$ cat src/rtl/inst_sequencer_pkg.sv
// inst_sequencer_pkg: state encoding, instruction format and condition/compare codes.
package inst_sequencer_pkg;
  typedef enum logic [2:0] {S_IDLE, S_FETCH, S_LOAD, S_ISSUE, S_EXEC, S_FAULT} state_t;
  localparam logic [1:0] FMT_BRANCH = 2'b10;
  localparam logic [1:0] COND_EQ = 2'b00, COND_GT = 2'b01, COND_LT = 2'b10, COND_NEVER = 2'b11;
  localparam logic [1:0] CMP_EQ = 2'b00, CMP_GT = 2'b01, CMP_LT = 2'b10, CMP_NONE = 2'b11;
  function automatic logic cond_met(input logic [1:0] cond, input logic [1:0] cmp);
    return cond != COND_NEVER && cmp != CMP_NONE &&
           ((cond == COND_EQ && cmp == CMP_EQ) || (cond == COND_GT && cmp == CMP_GT) ||
            (cond == COND_LT && cmp == CMP_LT));
  endfunction
endpackage

$ cat src/rtl/inst_sequencer_pc_next.sv
// pc_next: branch resolution, selects branch target or pc+1 (wrapping).
module pc_next
  import inst_sequencer_pkg::*;
#(
  parameter int ADDR_W = 8
) (
  input  logic [1:0]        i_fmt,
  input  logic [1:0]        i_cond,
  input  logic [ADDR_W-1:0] i_target,
  input  logic [1:0]        i_cmp,
  input  logic [ADDR_W-1:0] i_pc,
  output logic [ADDR_W-1:0] o_next_pc
);
  logic w_taken;
  assign w_taken   = i_fmt == FMT_BRANCH && cond_met(i_cond, i_cmp);
  assign o_next_pc = w_taken ? i_target : i_pc + 1'b1;
endmodule

$ cat src/rtl/inst_sequencer.sv
// inst_sequencer: fetch/load/issue/exec controller that hands instructions to the core
// and advances pc on completion, with stop-after-instruction and an EXEC watchdog.
module inst_sequencer
  import inst_sequencer_pkg::*;
#(
  parameter int ADDR_W  = 8,
  parameter int TIMEOUT = 15
) (
  input  logic              clk,
  input  logic              reset,
  input  logic              start,
  input  logic              stop,
  output logic              mem_en,
  output logic [ADDR_W-1:0] mem_addr,
  input  logic [15:0]       mem_rdata,
  output logic [15:0]       d_inst,
  output logic              run,
  input  logic              done,
  input  logic [1:0]        cmp,
  output logic [ADDR_W-1:0] pc,
  output logic              busy,
  output logic              fault
);
  localparam int CW = $clog2(TIMEOUT + 1);
  state_t            r_state, w_state_nxt;
  logic [ADDR_W-1:0] r_pc, w_next_pc;
  logic [15:0]       r_d_inst;
  logic              r_stop_pend;
  logic [CW-1:0]     r_cnt;
  logic              w_retire, w_expired;
  assign w_retire  = r_state == S_EXEC && done;
  // done in the final allowed cycle still retires normally
  assign w_expired = r_state == S_EXEC && !done && r_cnt == CW'(TIMEOUT - 1);
  pc_next #(.ADDR_W(ADDR_W)) u_pc_next (
    .i_fmt    (r_d_inst[1:0]),
    .i_cond   (r_d_inst[3:2]),
    .i_target (r_d_inst[ADDR_W+3:4]),
    .i_cmp    (cmp),
    .i_pc     (r_pc),
    .o_next_pc(w_next_pc)
  );
  always_comb begin
    w_state_nxt = r_state;
    case (r_state)
      S_IDLE:  w_state_nxt = start ? S_FETCH : S_IDLE;
      S_FETCH: w_state_nxt = S_LOAD;
      S_LOAD:  w_state_nxt = S_ISSUE;
      S_ISSUE: w_state_nxt = S_EXEC;
      S_EXEC:  w_state_nxt = w_retire ? ((r_stop_pend || stop) ? S_IDLE : S_FETCH) :
                             w_expired ? S_FAULT : S_EXEC;
      default: w_state_nxt = r_state;
    endcase
  end
  always_ff @(posedge clk) begin
    if (reset) begin
      r_state     <= S_IDLE;
      r_pc        <= '0;
      r_d_inst    <= '0;
      r_stop_pend <= 1'b0;
      r_cnt       <= '0;
    end else begin
      r_state     <= w_state_nxt;
      r_d_inst    <= r_state == S_LOAD ? mem_rdata : r_d_inst;
      r_pc        <= w_retire ? w_next_pc : r_pc;
      r_cnt       <= r_state == S_ISSUE ? '0 : r_state == S_EXEC ? r_cnt + 1'b1 : r_cnt;
      r_stop_pend <= w_retire ? 1'b0 : (r_state != S_IDLE && stop) ? 1'b1 : r_stop_pend;
    end
  end
  assign mem_en   = r_state == S_FETCH;
  assign mem_addr = r_pc;
  assign pc       = r_pc;
  assign d_inst   = r_d_inst;
  assign run      = r_state == S_ISSUE;
  assign busy     = r_state != S_IDLE && r_state != S_FAULT;
  assign fault    = r_state == S_FAULT;
endmodule

$ cat config.mk
export PLATFORM = sky130hd
export DESIGN_NAME = inst_sequencer
export DESIGN_NICKNAME = d
export VERILOG_FILES = /design/src/rtl/inst_sequencer_pkg.sv /design/src/rtl/inst_sequencer_pc_next.sv /design/src/rtl/inst_sequencer.sv
export SDC_FILE = /design/constraint.sdc
export NUM_CORES = 1
export LEC_CHECK = 0
export BUFFER_PORTS_ARGS = -buffer_cell sky130_fd_sc_hd__buf_2
export CORE_AREA = 10 10 66 68
export CTS_BUF_LIST = sky130_fd_sc_hd__clkbuf_4 sky130_fd_sc_hd__clkbuf_8
export DETAILED_ROUTE_END_ITERATION = 10
export DIE_AREA = 0 0 76 78
export GPL_TIMING_DRIVEN = 0
export PLACE_DENSITY = 0.81
export SYNTH_ARGS = -nofsm -noshare
export SYNTH_HDL_FRONTEND = slang
export SYNTH_HIERARCHICAL = 1
export SYNTH_SLANG_ARGS = --single-unit
$ cat constraint.sdc
create_clock -name clk -period 3.2 [get_ports clk]
set_input_delay 0.48 -clock clk [delete_from_list [all_inputs] [get_ports clk]]
set_output_delay 0.48 -clock clk [all_outputs]
set_load 0.01 [all_outputs]
# [After elaboration in Yosys (flattened, before gate mapping)]
# Index checks and enable logic that the tools add are counted.
[op_classes] n_addsub=2 n_mul=0 div_mod_pow=0 n_lt_le_gt_ge=0 n_eq_ne=14 shift=0 muxes=6 bitwise=0 n_reduce_logical=22
[ops] cell="3-bit case mux with 5 select lines" n=1
[ops] cell="1-bit logical AND" n=11
[ops] cell="8-bit by 1-bit adder with 8-bit output (second input constant)" n=1
[ops] cell="8-bit 2-to-1 mux" n=1
[ops] cell="2-bit equality test (second input constant)" n=3
[ops] cell="3-bit by 2-bit equality test with 1-bit output (second input constant)" n=2
[ops] cell="3-bit equality test (second input constant)" n=2
[ops] cell="5-bit nonzero test" n=1
[ops] cell="4-bit by 1-bit adder with 4-bit output (second input constant)" n=1
[ops] cell="2-bit by 1-bit equality test with 1-bit output (second input constant)" n=2
[ops] cell="4-bit equality test (second input constant)" n=1
[ops] cell="2-bit zero test" n=2
[ops] cell="2-bit != test (second input constant)" n=2
[ops] cell="2-bit OR reduction" n=2
[ops] cell="3-bit by 1-bit equality test with 1-bit output (second input constant)" n=1
[ops] cell="3-bit zero test" n=1
[ops] cell="1-bit logical OR" n=3
[ops] cell="1-bit 2-to-1 mux" n=3
[ops] cell="3-bit 2-to-1 mux" n=1
[ops] cell="3-bit != test (second input constant)" n=1
[ops] cell="3-bit nonzero test" n=1
[ops] cell="1-bit zero test" n=1
[totals] regBits=32 latch_bits=0 mem_bits_rw=0 romBits=0 inputBits=23 out_inout_bits=36 elab_cells=49 memories=0

# [Logic depth before layout (Yosys ltp)]
[depth] depth_word=7 depth_mapped=6 ltp_nobuf=6

# [Cells and area by module]
# The synthesis kept the hierarchy.
[modules_own_cells] module="inst_sequencer" instances=1 cells_per_inst=159 area_per_inst_um2=1398.8 seq_area_each_um2=640.6
[modules_own_cells] module="pc_next" instances=1 cells_per_inst=28 area_per_inst_um2=244.0 seq_area_each_um2=0.0

# [Least setup slack after synthesis]
# No wires, ideal clock.
[synth_path] path_type="in2reg" from="input port cmp[0]" to="register r_pc[1], in the netlist mem_addr[1]" setup_ns=0.128 arrival_time_ns=1.657 t_required_ns=3.072 path_slack_ns=1.416 cell_stages=6 n_path_buf=0 path_cell_list="and4bb_1 > a21oi_1 > nor3b_4 > mux2_2 > mux2i_1 > nor2_1"
[synth_between] elab_chain_len=7 elab_cells_between_ends=13 cone_classes="3 x eq/ne; 1 x mux; 9 x reduce/logical"
[synth_rtl] item="start, declared" line_no="inst_sequencer.sv:19" text="input logic [1:0] cmp,"
[synth_rtl] item="2-bit by 1-bit equality test with 1-bit output / 2-bit zero test (equally long branches)" line_no="inst_sequencer_pkg.sv:9" text="((cond == COND_EQ && cmp == CMP_EQ) || (cond == COND_GT && cmp == CMP_GT) ||"
[synth_rtl] item="1-bit logical AND" line_no="inst_sequencer_pkg.sv:9"
[synth_rtl] item="1-bit logical OR (2 in series)" line_no="inst_sequencer_pkg.sv:9"
[synth_rtl] item="1-bit logical AND (*)" line_no="inst_sequencer_pkg.sv:8" text="return cond != COND_NEVER && cmp != CMP_NONE &&"
[synth_rtl] item="1-bit logical AND (*)" line_no="inst_sequencer_pc_next.sv:15" text="assign w_taken = i_fmt == FMT_BRANCH && cond_met(i_cond, i_cmp);"
[synth_rtl] item="8-bit 2-to-1 mux (*)" line_no="inst_sequencer_pc_next.sv:16" text="assign o_next_pc = w_taken ? i_target : i_pc + 1'b1;"
[synth_rtl] item="named net w_next_pc[1]" line_no="inst_sequencer.sv:26" text="logic [ADDR_W-1:0] r_pc, w_next_pc;"
[synth_rtl] item="end signal, assigned" line_no="inst_sequencer.sv:64" text="r_pc <= w_retire ? w_next_pc : r_pc;"
[synth_rtl] item="end, declared" line_no="inst_sequencer.sv:26"
# The timed path passes the listed nets; every way through them passes the cells marked *.
# A chain may end at the register's enable or synchronous reset.

# [Worst setup path after layout]
[layout_path] from="register r_state[2]" to="output port busy"
[layout_between] elab_chain_len=2 elab_cells_between_ends=3 cone_classes="1 x eq/ne; 2 x reduce/logical"
[layout_rtl] item="start, declared" line_no="inst_sequencer.sv:25" text="state_t r_state, w_state_nxt;"
[layout_rtl] item="start signal, assigned" line_no="inst_sequencer.sv:62" text="r_state <= w_state_nxt;"
[layout_rtl] item="3-bit != test / 3-bit nonzero test (equally long branches)" line_no="inst_sequencer.sv:74" text="assign busy = r_state != S_IDLE && r_state != S_FAULT;"
[layout_rtl] item="1-bit logical AND (*)" line_no="inst_sequencer.sv:74"
[layout_rtl] item="end, declared" line_no="inst_sequencer.sv:21" text="output logic busy,"
# Mark *: on every way between the ends. The rest lies on a longest branch, timed or not.

==> metrics <==
sequential share of power 50.9%; largest net degree at the start of global routing 11; crit path cell chain buf_6 -> nand2b_1 -> buf_6 -> inv_1 -> or3_1 -> buf_2; Worst EP required roughly 2.7 ns; status finished, final reports clean; Worst setup SP type flop; final antenna-violating net count 0; Initial Utilization 51.7%; CTS Buf Count 5; HPWL Detailed 2.94 mm; CTS Buffer Depth 2; die area between 5000 and 6000 um^2; Leak approximately 0.95 nW; core area between 3000 and 4000 um^2; nets@finish 278; most frequent cells in the layout buf_2 (59), nand2_1 (33), dfxtp_1 (32); DR iter-0 viols 62; IO Port Bufs 58; RSZ-0062 raised after global routing false; hold crit path type input pin to flop; die width between 70 and 80 um; Min Clock Period, post-route 2.06 ns; slowest CP cell dfxtp_1; Hold Fails Final Rpt 0; Seq cells post-synth 32; CTS Root Cell clkbuf_4; Sum Neg Setup Slack 0 ns; critical path's largest stage delay approximately 0.35 ns; Total GRT Usage approximately an eighth; vias per cell roughly 5; max_cap viols 0; grt ovf 0; Rel. slew slack between 60 and 70%; Vias between 1k and 1.5k; Power Density ~410 nW/um^2; Mean Syn Cell Area between 8 and 9 um^2; setup bufs post-CTS 0; Clk Latency, worst-skew pair between 0.3 and 0.4 ns; Placer Congestion approximately 0.8; first drt pass iteration count 4; Clock power frac a little under a third; share of the synthesized area in the top cell type 39.0%; final wirelength 3.90 mm; sw frac between 20% and 30%; Top cell by count, worst path buf_6; Slew Limit Fails 0; Synth area leaders dfxtp_1 (39%), nand2_1 (7.5%), a21oi_1 (7.3%); Ys Warns 6; post-route setup slack around 1.1 ns; initial antenna violation count 0; sw power ~0.23 mW; share of the yosys chip area belonging to registers 39.0%; cell count after synthesis ~190; # setup viols final 0; hold_buf cts 0; Area growth syn-to-layout 25.1%; Yosys cell types 35; Comb power frac a little under a fifth; Clock Skew between 0.009 and 0.01 ns; peak supply drop approximately 0.00022 V; cell family with most CP delay buffers and inverters; Synthesized Nets between 200 and 250; CTS tree built; Clock Sink Count 32; fmax between 0.4 and 0.5 GHz; Worst Max-Slew Pin Slew between 0.5 and 0.6 ns; Power Internal between 0.6 and 0.7 mW; H-tree depth 2; row count 21; R2R setup slack between 1 and 1.5 ns; CP bufs+invs 4; Yosys top cell by area dfxtp_1; first-pass GRT wire length 6.51 mm; clock-pin slew on the worst setup and hold paths about 0.1 ns; maximum fanout along the worst path 10; Mapped Area 1640 um^2; post-place setup slack 1.10 ns; WL per Instance between 10 and 15 um; Die Ht between 70 and 80 um; Setup Crit Path Kind flop to output port; vias in the first global route between 1k and 1.5k; detailed-route DRC error count 0; fin crit share 64.4%; num ports 59; commonest non-fill, non-tap cell in the layout buf_2; share of layout cells above drive strength 1 35.7%; CTS resizes 0; Crit. End Element output port; Antenna diodes 0; Critical Path AT around 1.6 ns
## per-stage QoR
step / cells / hold slack (ns) / area (um^2) / power [mW] / util (%)
floorplan: 187 / 0.481 / 1640 / 0.544 / -
global placement: 291 / 0.438 / 1990 / 0.597 / 62.6
detailed placement: 291 / 0.447 / 1990 / 0.600 / 62.6
CTS: 298 / 0.355 / 2060 / 0.857 / 64.7
global route: 298 / 0.367 / 2060 / 0.888 / 64.7
finish: 298 / 0.357 / 2060 / 0.848 / 64.7
## power groups by stage
| stage | clock (mW) | sequential (mW) | combinational (mW) |
|---|---|---|---|
| 6_report | 0.260 | 0.432 | 0.157 |
| 5_1_grt | 0.279 | 0.435 | 0.174 |
| 4_1_cts | 0.266 | 0.432 | 0.159 |
| 3_5_place_dp | 0 | 0.442 | 0.158 |
| 3_3_place_gp | 0 | 0.441 | 0.156 |
| 2_1_floorplan | 0 | 0.447 | 0.0970 |
## per-layer routing
layer	vias to the layer above	wire length, um	track usage, %
li1	763	-	-
met1	656	1700	14.6
met2	42	1830	21.1
met3	8	295	4.49
met4	0	79	5.68
met5	-	0	0
## final timing paths
| kind | endpoint | startpoint | cells past startpoint |
|---|---|---|---|
| min | r_cnt[3]$_SDFFE_PP0N_ | reset | 2 |
| min reg2reg | d_inst[15]$_SDFFE_PP0P_ | d_inst[15]$_SDFFE_PP0P_ | 2 |
| max | busy | r_state[2]$_SDFFE_PP0P_ | 6 |
| max reg2reg | mem_addr[4]$_SDFFE_PP0P_ | d_inst[2]$_SDFFE_PP0P_ | 6 |
## cells by family after synthesis
group	Yosys count	share of synthesized area, %
xor gates and xnor gates	8	4.27
AOI/OAI and AO/OA	31	11.1
adders and majority gates	3	2.29
DFF	32	39.0
and+or+nand+nor	74	23.2
muxes	16	10.3
buffers and inverters	23	9.90
## registers in the layout, indices dropped and copies added, names as in the netlist
name,count
d_inst,16
mem_addr,8
r_cnt,4
r_state,3
r_stop_pend,1
## final cells by class
class / count / area [um^2]
clock buffer: 7 / 65.1
sequential: 32 / 641
inverter: 4 / 15.0
timing repair buffer: 58 / 290
buffer: 19 / 148
fill: 293 / 1120
tap: 46 / 57.6
multi-input combinational: 132 / 840
## Yosys cell counts
master,number
clkbuf_1,3
mux2_1,2
and4bb_1,1
nor3_1,2
a41oi_1,1
buf_6,5
a2111oi_2,1
or3_1,2
nand2_1,33
nand3_1,5
and4bb_2,1
a31oi_1,1
nor2_1,16
buf_4,10
nor2b_1,1
or3b_1,1
nor3b_4,2
nand2b_1,2
nor4_1,1
o211ai_1,1
o21ai_0,1
a2111oi_1,2
buf_2,1
and4_1,1
mux2_2,5
inv_1,4
and3_1,3
xor2_1,1
xnor2_1,7
ha_1,3
a21oi_1,24
and4b_1,1
mux2i_1,9
nor3b_1,2
dfxtp_1,32
No activity file was read; power rests on OpenSTA's default activity.
